--- config.mk ---
export PLATFORM = sky130hd
export DESIGN_NAME = sdram_arbiter_flat
export DESIGN_NICKNAME = d
export VERILOG_FILES = /design/src/rtl/sdram_pkg.sv /design/src/rtl/sdram_arbiter_if.sv /design/src/rtl/sdram_refresh_timer.sv /design/src/rtl/sdram_arbiter.sv /design/src/flat_wrapper.sv
export SDC_FILE = /design/constraint.sdc
export NUM_CORES = 1
export LEC_CHECK = 0
export ABC_AREA = 1
export CAP_MARGIN = 10
export CORE_ASPECT_RATIO = 1.2
export CORE_MARGIN = 1
export CORE_UTILIZATION = 59
export CTS_BUF_LIST = sky130_fd_sc_hd__clkbuf_4 sky130_fd_sc_hd__clkbuf_8
export DETAILED_ROUTE_END_ITERATION = 10
export PLACE_DENSITY_LB_ADDON = 0.05
export SETUP_SLACK_MARGIN = 0.3
export SLEW_MARGIN = 20
export SYNTH_ARGS = -nofsm -noshare
export SYNTH_HDL_FRONTEND = slang
export SYNTH_SLANG_ARGS = --single-unit
export TNS_END_PERCENT = 20
--- constraint.sdc ---
create_clock -name clk_50m -period 2.4 [get_ports clk_50m]
set_input_delay 0.48 -clock clk_50m [delete_from_list [all_inputs] [get_ports clk_50m]]
set_output_delay 0.48 -clock clk_50m [all_outputs]
set_load 0.03 [all_outputs]
--- src/rtl/sdram_pkg.sv ---
// sdram_pkg: command encodings and arbiter FSM states shared by the SDRAM arbiter slice
package sdram_pkg;
   typedef enum logic [1:0] {CMD_NOP = 2'b00, CMD_REF = 2'b01, CMD_WR = 2'b10, CMD_RD = 2'b11} cmd_t;
   typedef enum logic [1:0] {S_WAIT_INIT, S_IDLE, S_REQ, S_WAIT_DONE} state_t;
endpackage

--- src/rtl/sdram_arbiter_if.sv ---
// sdram_arbiter_if: command handshake between the burst arbiter and the SDRAM command engine
interface sdram_arbiter_if #(parameter int ADDR_W = 24);
   import sdram_pkg::*;
   logic              cmd_req;
   cmd_t              cmd_type;
   logic [ADDR_W-1:0] cmd_addr;
   logic              cmd_ack;
   logic              cmd_done;
   modport master (output cmd_req, cmd_type, cmd_addr, input cmd_ack, cmd_done);
   modport slave (input cmd_req, cmd_type, cmd_addr, output cmd_ack, cmd_done);
endinterface

--- src/rtl/sdram_refresh_timer.sv ---
// sdram_refresh_timer: periodic refresh request with sticky overrun flag
module sdram_refresh_timer #(
   parameter int REF_PERIOD = 390
) (
   input  logic clk_50m,
   input  logic rst,
   input  logic en,
   input  logic ref_ack,
   output logic ref_pending,
   output logic ref_overrun
);
   localparam int CW = $clog2(REF_PERIOD);
   logic [CW-1:0] cnt;
   logic tc;
   assign tc = cnt == CW'(REF_PERIOD - 1);
   always_ff @(posedge clk_50m)
      if (rst) begin
         cnt         <= '0;
         ref_pending <= 1'b0;
         ref_overrun <= 1'b0;
      end else if (!en) begin
         cnt         <= '0;
         ref_pending <= 1'b0;
      end else begin
         cnt         <= tc ? '0 : cnt + 1'b1;
         ref_pending <= tc | (ref_pending & ~ref_ack);
         ref_overrun <= ref_overrun | (tc & ref_pending & ~ref_ack);
      end
endmodule

--- src/rtl/sdram_arbiter.sv ---
// sdram_arbiter: schedules refresh, write and read bursts into the SDRAM command engine
module sdram_arbiter
   import sdram_pkg::*;
#(
   parameter int                BURST_LEN     = 256,
   parameter int                ADDR_W        = 24,
   parameter int                LVL_W         = 11,
   parameter int                RD_FIFO_DEPTH = 1024,
   parameter logic [ADDR_W-1:0] START_ADDR    = '0,
   parameter logic [ADDR_W-1:0] END_ADDR      = 24'hFFFFFF,
   parameter int                REF_PERIOD    = 390
) (
   input  logic             clk_50m,
   input  logic             rst,
   input  logic             sdram_init_done,
   input  logic             rd_enable,
   input  logic [LVL_W-1:0] wr_fifo_level,
   input  logic [LVL_W-1:0] rd_fifo_level,
   sdram_arbiter_if.master  cmd_if,
   output logic             busy,
   output logic             ref_overrun
);
   localparam int CAP = (int'(END_ADDR) - int'(START_ADDR) + 1) / BURST_LEN;
   localparam int AV_W = $clog2(CAP + 1);
   localparam logic [ADDR_W:0] STEP = (ADDR_W + 1)'(BURST_LEN);
   function automatic logic [ADDR_W-1:0] adv(input logic [ADDR_W-1:0] p);
      return ({1'b0, p} + STEP > {1'b0, END_ADDR}) ? START_ADDR : p + ADDR_W'(BURST_LEN);
   endfunction
   state_t            state, state_n;
   cmd_t              type_q, type_n;
   logic              req_q, req_n, init_q, ref_pending, ref_ack, wr_ok, rd_ok, full;
   logic [ADDR_W-1:0] addr_q, addr_n, wr_ptr, wr_ptr_n, rd_ptr, rd_ptr_n;
   logic [AV_W-1:0]   avail, avail_n;
   assign wr_ok   = 32'(wr_fifo_level) >= BURST_LEN;
   assign rd_ok   = rd_enable && avail != '0 && 32'(rd_fifo_level) <= RD_FIFO_DEPTH - BURST_LEN;
   assign full    = avail == AV_W'(CAP);
   assign ref_ack = state == S_REQ && cmd_if.cmd_ack && type_q == CMD_REF;
   sdram_refresh_timer #(.REF_PERIOD(REF_PERIOD)) u_timer (
      .clk_50m(clk_50m), .rst(rst), .en(init_q), .ref_ack(ref_ack),
      .ref_pending(ref_pending), .ref_overrun(ref_overrun)
   );
   always_comb begin
      state_n  = state;
      req_n    = req_q;
      type_n   = type_q;
      addr_n   = addr_q;
      wr_ptr_n = wr_ptr;
      rd_ptr_n = rd_ptr;
      avail_n  = avail;
      if (!init_q) begin
         state_n  = S_WAIT_INIT;
         req_n    = 1'b0;
         type_n   = CMD_NOP;
         addr_n   = '0;
         wr_ptr_n = START_ADDR;
         rd_ptr_n = START_ADDR;
         avail_n  = '0;
      end else if (state == S_WAIT_INIT) begin
         state_n = S_IDLE;
      end else if (state == S_IDLE) begin
         if (ref_pending || wr_ok || rd_ok) begin
            state_n = S_REQ;
            req_n   = 1'b1;
            type_n  = ref_pending ? CMD_REF : wr_ok ? CMD_WR : CMD_RD;
            addr_n  = ref_pending ? '0 : wr_ok ? wr_ptr : rd_ptr;
         end
      end else if (state == S_REQ) begin
         if (cmd_if.cmd_ack) begin
            state_n = S_WAIT_DONE;
            req_n   = 1'b0;
         end
      end else if (cmd_if.cmd_done) begin
         state_n = S_IDLE;
         // a write into a full ring overwrites the oldest burst, so the read side skips it
         if (type_q == CMD_WR) begin
            wr_ptr_n = adv(wr_ptr);
            rd_ptr_n = full ? adv(rd_ptr) : rd_ptr;
            avail_n  = full ? avail : avail + 1'b1;
         end
         if (type_q == CMD_RD) begin
            rd_ptr_n = adv(rd_ptr);
            avail_n  = avail - 1'b1;
         end
      end
   end
   always_ff @(posedge clk_50m)
      if (rst) begin
         init_q <= 1'b0;
         state  <= S_WAIT_INIT;
         req_q  <= 1'b0;
         type_q <= CMD_NOP;
         addr_q <= '0;
         wr_ptr <= START_ADDR;
         rd_ptr <= START_ADDR;
         avail  <= '0;
      end else begin
         init_q <= sdram_init_done;
         state  <= state_n;
         req_q  <= req_n;
         type_q <= type_n;
         addr_q <= addr_n;
         wr_ptr <= wr_ptr_n;
         rd_ptr <= rd_ptr_n;
         avail  <= avail_n;
      end
   assign cmd_if.cmd_req  = req_q;
   assign cmd_if.cmd_type = type_q;
   assign cmd_if.cmd_addr = addr_q;
   assign busy = state == S_REQ || state == S_WAIT_DONE;
endmodule
--- src/flat_wrapper.sv ---
// flat-port wrapper written by rule: the top's interface ports become plain ports
module sdram_arbiter_flat import sdram_pkg::*;
#(
   parameter int                BURST_LEN     = 256,
   parameter int                ADDR_W        = 24,
   parameter int                LVL_W         = 11,
   parameter int                RD_FIFO_DEPTH = 1024,
   parameter logic [ADDR_W-1:0] START_ADDR    = '0,
   parameter logic [ADDR_W-1:0] END_ADDR      = 24'hFFFFFF,
   parameter int                REF_PERIOD    = 390
)
  (clk_50m, rst, sdram_init_done, rd_enable, wr_fifo_level, rd_fifo_level, busy, ref_overrun, cmd_if_cmd_req, cmd_if_cmd_type, cmd_if_cmd_addr, cmd_if_cmd_ack, cmd_if_cmd_done);
  sdram_arbiter_if #(.ADDR_W(ADDR_W)) cmd_if_i ();
  input  logic clk_50m;
  input  logic rst;
  input  logic sdram_init_done;
  input  logic rd_enable;
  input  logic [LVL_W-1:0] wr_fifo_level;
  input  logic [LVL_W-1:0] rd_fifo_level;
  output logic busy;
  output logic ref_overrun;
  output wire logic [$bits(cmd_if_i.cmd_req)-1:0] cmd_if_cmd_req;
  output wire logic [$bits(cmd_if_i.cmd_type)-1:0] cmd_if_cmd_type;
  output wire logic [$bits(cmd_if_i.cmd_addr)-1:0] cmd_if_cmd_addr;
  input wire logic [$bits(cmd_if_i.cmd_ack)-1:0] cmd_if_cmd_ack;
  input wire logic [$bits(cmd_if_i.cmd_done)-1:0] cmd_if_cmd_done;
  assign cmd_if_cmd_req = cmd_if_i.cmd_req;
  assign cmd_if_cmd_type = cmd_if_i.cmd_type;
  assign cmd_if_cmd_addr = cmd_if_i.cmd_addr;
  assign cmd_if_i.cmd_ack = cmd_if_cmd_ack;
  assign cmd_if_i.cmd_done = cmd_if_cmd_done;
  sdram_arbiter #(.BURST_LEN(BURST_LEN), .ADDR_W(ADDR_W), .LVL_W(LVL_W), .RD_FIFO_DEPTH(RD_FIFO_DEPTH), .START_ADDR(START_ADDR), .END_ADDR(END_ADDR), .REF_PERIOD(REF_PERIOD)) u_core (.clk_50m(clk_50m), .rst(rst), .sdram_init_done(sdram_init_done), .rd_enable(rd_enable), .wr_fifo_level(wr_fifo_level), .rd_fifo_level(rd_fifo_level), .cmd_if(cmd_if_i), .busy(busy), .ref_overrun(ref_overrun));
endmodule
==> results of run 1 <==
[worst min-delay path by stage]
stage	start	to	slack, ps	cells past startpoint
detailed placement	u_core.u_timer.cnt[0]	u_core.u_timer.cnt[0]	460	1
global route	u_core.cmd_if.cmd_addr[20]	u_core.cmd_if.cmd_addr[20]	500	2
finish	u_core.cmd_if.cmd_addr[13]	u_core.cmd_if.cmd_addr[13]	470	2
global placement	u_core.u_timer.cnt[0]	u_core.u_timer.cnt[0]	450	1
CTS	u_core.cmd_if.cmd_addr[13]	u_core.cmd_if.cmd_addr[13]	470	2
floorplan	u_core.u_timer.cnt[0]	u_core.u_timer.cnt[0]	430	1
[layout by cell type (no fill, tap or decap), drive strengths merged, types with 4 or more instances in the layout]
cell / synthesis / final
nand2: 168 / 168
nor2: 104 / 104
dfxtp: 83 / 83
a21oi: 81 / 81
inv: 76 / 79
clkdlybuf4s50: 0 / 47
nand3: 47 / 47
nand4: 30 / 30
o21ai: 29 / 29
nor3: 27 / 27
ha: 25 / 25
xor2: 17 / 17
buf: 22 / 17
or2: 10 / 10
clkbuf: 10 / 9
xnor2: 7 / 7
nand3b: 4 / 4
clkinv: 2 / 4
[sequential cells by signal (all words and copies together) (netlist names)]
name and flops:
u_core.cmd_if.cmd_addr 17, u_core.cmd_if.cmd_req 1, u_core.rd_ptr 16, u_core.u_timer.ref_pending 1, u_core.init_q 1, u_core.state 2
u_core.u_timer.cnt 9, u_core.wr_ptr 16, u_core.u_timer.ref_overrun 1, u_core.cmd_if.cmd_type 2, u_core.avail 17
[through the flow]
stage	util, %	setup WS [ps]	cells
2_1_floorplan	-	315	766
3_3_place_gp	67.2	125	913
3_5_place_dp	67.2	82.5	913
4_1_cts	69.3	291	929
5_1_grt	71.2	251	931
6_report	71.2	314	931
[logic make-up after synthesis]
group / count (synthesis) / share of synthesized area [%]
fa+ha+maj: 26 / 6.40
compound gates: 126 / 13.4
simple gates: 397 / 34.8
buf+inv: 110 / 9.48
flops: 83 / 32.0
xor+xnor: 24 / 4.04
[routing by layer]
layer	GRT usage (%)	share of wire [%]	vias up	wire length, µm
met1	35.9	40	2400	5530
li1	-	-	2603	-
met3	4.03	4.5	35	621
met2	56.2	52	184	7070
met5	0	0	-	0
met4	14.6	3.2	0	436
[layout make-up]
| cell class | count | area (µm²) | share of cell area (%) |
|---|---|---|---|
| inverter | 78 | 299 | 4.90 |
| timing repair buffer | 64 | 621 | 10.2 |
| clock inverter | 7 | 51.3 | 0.841 |
| multi-input combinational | 573 | 3190 | 52.3 |
| tap | 117 | 146 | 2.40 |
| sequential | 83 | 1670 | 27.4 |
| clock buffer | 9 | 124 | 2.03 |
[timing repair]
action	4_1_cts	5_1_grt
gates resized for setup	8	27
pin swaps	0	7
buffers inserted	0	2
endpoints found under the setup margin	8	22
hold buffers	0	0
[worst reg2reg max path: stages (launching register included)]
cell and delay (ps):
dfxtp_4 380, nand2_4 120, inv_6 70, buf_4 200, ha_4 300, nand2_1 90
nor2_2 190, inv_1 60, nor2_1 180, nor2_1 90, nand2_1 70, a21oi_1 70
a21oi_1 110
[power breakdown]
part           total (mW)  leakage, nW  switching [mW]  internal, mW
Clock               0.958       0.0864           0.575         0.383
Sequential           1.38        0.671         0.00219          1.38
Combinational       0.124         1.47          0.0720        0.0516
==> results.toml, run 1 <==
[run_status]
status = "finished, final reports clean"

[clocking]
htree_num_levels = 3
clock-sinks = 83
root_buffer = "clkbuf_8"
clk_pin_slew_ps = 90
numCtsBuffers = 9
cts_tree = "built"
clk_latency_ps = 380
clock_path_buffers = 2

[setup_path]
crit_type = "reg2out"
startpoint = "u_core.cmd_if.cmd_addr[7]"
critical-path-top-delay-family = "buffers and inverters"
r2r_slack_ps = 400
path_buf_inv = 1
r2r_cells = 12
r2r-end = "u_core.avail[13]"
worst-path-stages = 1
r2r-start = "u_core.cmd_if.cmd_type[1]"
end_kind = "output port"
path_max_fanout = 9
required_ps = 1920
critPathCapture = "cmd_if_cmd_addr[7]"
cp-start-kind = "flip-flop"
worstPathArrival_ps = 1610
cp_cell_sequence = "clkdlybuf4s50_1"
slowest_delay_ps = 740
crit_slowest_cell = "clkdlybuf4s50_1"

[yosys]
synth_nets = 820
synth_warnings = 0
synth_seq_cells = 83
synth_edf_count = 0
syn-instance-count = 766
synth_flop_cell = "dfxtp_1"
yosys.area.top_type_share_pct = 32.0
synth_cell_types = 48
async_reset_ff_share_pct = 0
yosys-top-cells-count = "nand2_1, nor2_1, dfxtp_1"
syn_area_mm2 = 0.00520
synth_area_leader_cell = "dfxtp_1"
synthTopCellsByArea = "dfxtp_1, nand2_1, a21oi_1"
ys_seq_area_share_pct = 32.0
synth.most_common_cell = "nand2_1"
avgSynthCellArea_um2 = 6.79

[power]
peakVddDrop_v = 0.000277
total_power_mw = 2.46
p_per_area_mw_per_mm2 = 404
leakage_nw = 2.23

[floorplan]
start_util_pct = 60.7
core-area_mm2 = 0.00856
die_h_um = 105
rows = 37
die_x_um = 87.7
ios = 57
dieArea_mm2 = 0.00919

[job]
maxCapViolCount = 0

[finish]
drive_gt1_share_pct = 12.4
syn2layout_area_growth_pct = 17.3
nFillCells = 782
finalInstanceArea_mm2 = 0.00610
nNetsFinal = 863
antenna_cells = 0

[timing]
timing.final.crit_share_pct = 86.9
tightest_slew_ps = 744
whs_ps = 470
slew_viol_final = 0
timing.final.crit_period_ps = 2090
rsz0062_at_grt = "yes"
skew_ps = 11.1
setup_viol = 0
fmax_mhz = 479
maxSlewHeadroom_pct = 50.4
fin_setup_tns_ps = 0
hold_violations = 0

[global_routing]
grt_max_degree = 45
grt_antenna_before_repair = 0
grt_pass1_wl_mm = 22.4
grt_pass1_vias = 4991
overflow = 0
track_usage_pct = 31.3

[placement]
port-buffer-count = 48
placed_area_mm2 = 0.00576
dp_hpwl_mm = 9.87
gp_congestion = 0.954

[min_path]
hp-class = "reg2reg"

[route]
first_pass_iters = 5
vias_per_cell = 5.61
vias = 5222
drt-wirelength-per-cell_um = 14.7
drtIter0Drc = 262
wl_mm = 13.7
drc = 0
final_antenna_net_count = 0
Note: power is estimated with default switching activity, not from simulation.
==> inputs of run 2 (changes only) <==
SKIP_LAST_GASP = 1   (was default)
==> results of run 2 <==
No change in the layout: final DEF, timing and power equal those of run 1.
==> inputs of run 3 (changes only) <==
RECOVER_POWER = 100   (was default)
==> run 3 against run 2 <==
Non-clock buffer count is the same. First-iteration DRC count grew 18%. Register-to-register slack lost 70 ps. Critical endpoint is now cmd_if_cmd_type[0].
==> results.toml, run 3 (same netlist as run 1, synthesis figures left out) <==
[route]
vias = 5267
drc = 0
drt-wirelength-per-cell_um = 14.7
wl_mm = 13.7
first_pass_iters = 5
final_antenna_net_count = 0
drtIter0Drc = 309
vias_per_cell = 5.66

[setup_path]
cp-start-kind = "flip-flop"
r2r-start = "u_core.state[0]"
required_ps = 1920
cp_cell_sequence = "buf_4, dlygate4sd3_1"
worstPathArrival_ps = 1630
path_max_fanout = 4
r2r_cells = 11
crit_slowest_cell = "dlygate4sd3_1"
r2r-end = "u_core.wr_ptr[22]"
crit_type = "reg2out"
r2r_slack_ps = 330
slowest_delay_ps = 750
end_kind = "output port"

[global_routing]
overflow = 0
grt_pass1_vias = 4991
grt_pass1_wl_mm = 22.4
grt_max_degree = 45
grt_antenna_before_repair = 0
track_usage_pct = 31.3

[power]
leakage_nw = 2.31
p_per_area_mw_per_mm2 = 407
peakVddDrop_v = 0.000276

[clocking]
clock_path_buffers = 2
clk_pin_slew_ps = 100
numCtsBuffers = 9
clock-sinks = 83
cts_tree = "built"
cts_hold_buf = 0
htree_num_levels = 3
clk_latency_ps = 380
root_buffer = "clkbuf_8"

[timing]
hold_violations = 0
timing.final.crit_share_pct = 88.0
setup_viol = 0
slew_viol_final = 0
skew_ps = 13.2
maxSlewHeadroom_pct = 52.9
fmax_mhz = 473
tightest_slew_ps = 705
fin_setup_tns_ps = 0
timing.final.crit_period_ps = 2110
rsz0062_at_grt = "yes"

[floorplan]
die_x_um = 87.7
dieArea_mm2 = 0.00919
rows = 37
core-area_mm2 = 0.00856
ios = 57
die_h_um = 105
start_util_pct = 60.7

[finish]
final_cell_mix = "nand2_1, nor2_1, dfxtp_1, a21oi_1, inv_1"
syn2layout_area_growth_pct = 16.1
layout_commonest_cell = "nand2_1"
drive_gt1_share_pct = 10.9
stdcell_count = 931
nNetsFinal = 863
antenna_cells = 0

[run_status]
status = "finished, final reports clean"

[placement]
dp.cells = 913
port-buffer-count = 48
gp_congestion = 0.954
dp_hpwl_mm = 9.87

[min_path]
worstHoldEndpoint = "u_core.cmd_if.cmd_addr[13]"
hp-start = "u_core.cmd_if.cmd_addr[13]"
hp-class = "reg2reg"
min_path_cells = 2

[job]
maxCapViolCount = 0
-- run 3: power by group --
part	internal, mW	switching (mW)
Clock	0.383	0.575
Sequential	1.38	0.00222
Combinational	0.0495	0.0712
-- run 3: area by class of cell --
class	instances	area, µm²
Sequential cell	83	1670
Tap cell	117	146
Fill cell	794	2530
Inverter	78	299
Clock inverter	7	51.3
Multi-Input combinational cell	573	3160
Timing Repair Buffer	64	591
Clock buffer	9	124
-- run 3: critical path, delay by kind of cell, from the launching register on --
| kind | cells | cell delay (ps) |
|---|---|---|
| buffers and inverters | 2 | 890 |
| flip-flops | 1 | 370 |
-- run 3: per-stage QoR --
| step | worst slack, ps | instance area (µm²) | util (%) | hold slack (ps) | total power [mW] |
|---|---|---|---|---|---|
| final | 288 | 6040 | 70.5 | 466 | 2.46 |
| after detailed placement | 82.5 | 5760 | 67.2 | 458 | 1.53 |
| after global placement | 125 | 5760 | 67.2 | 445 | 1.53 |
| after floorplan | 315 | 5200 | - | 433 | 1.48 |
| after CTS | 291 | 5940 | 69.3 | 472 | 2.47 |
| after global routing | 131 | 6040 | 70.5 | 493 | 2.53 |
-- run 3: how the worst max path moves through the flow --
stage	start	end	slack [ps]	depth (start not counted)
4_1_cts	u_core.cmd_if.cmd_type[1]	u_core.avail[12]	290	10
2_1_floorplan	u_core.cmd_if.cmd_type[0]	u_core.avail[12]	310	10
3_3_place_gp	wr_fifo_level[9]	u_core.cmd_if.cmd_addr[22]	120	9
5_1_grt	u_core.state[0]	u_core.avail[12]	130	10
3_5_place_dp	wr_fifo_level[9]	u_core.cmd_if.cmd_addr[23]	80	9
6_report	u_core.cmd_if.cmd_type[0]	cmd_if_cmd_type[0]	290	2
-- run 3: metal layers --
layer  routed length, µm  GRT usage [%]  share of wire (%)  up-vias
met1                5410           35.9                 39     2428
met4                 479           14.6                3.5        0
li1                    -              -                  -     2608
met5                   0              0                  0        -
met3                 723           4.03                5.3       40
met2                7100           56.2                 52      191
-- run 3: what timing repair did --
action | CTS | global route
resized for setup | 8 | 27
pin swaps | 0 | 7
endpoints found under the setup margin | 8 | 22
setup buffers | 0 | 2
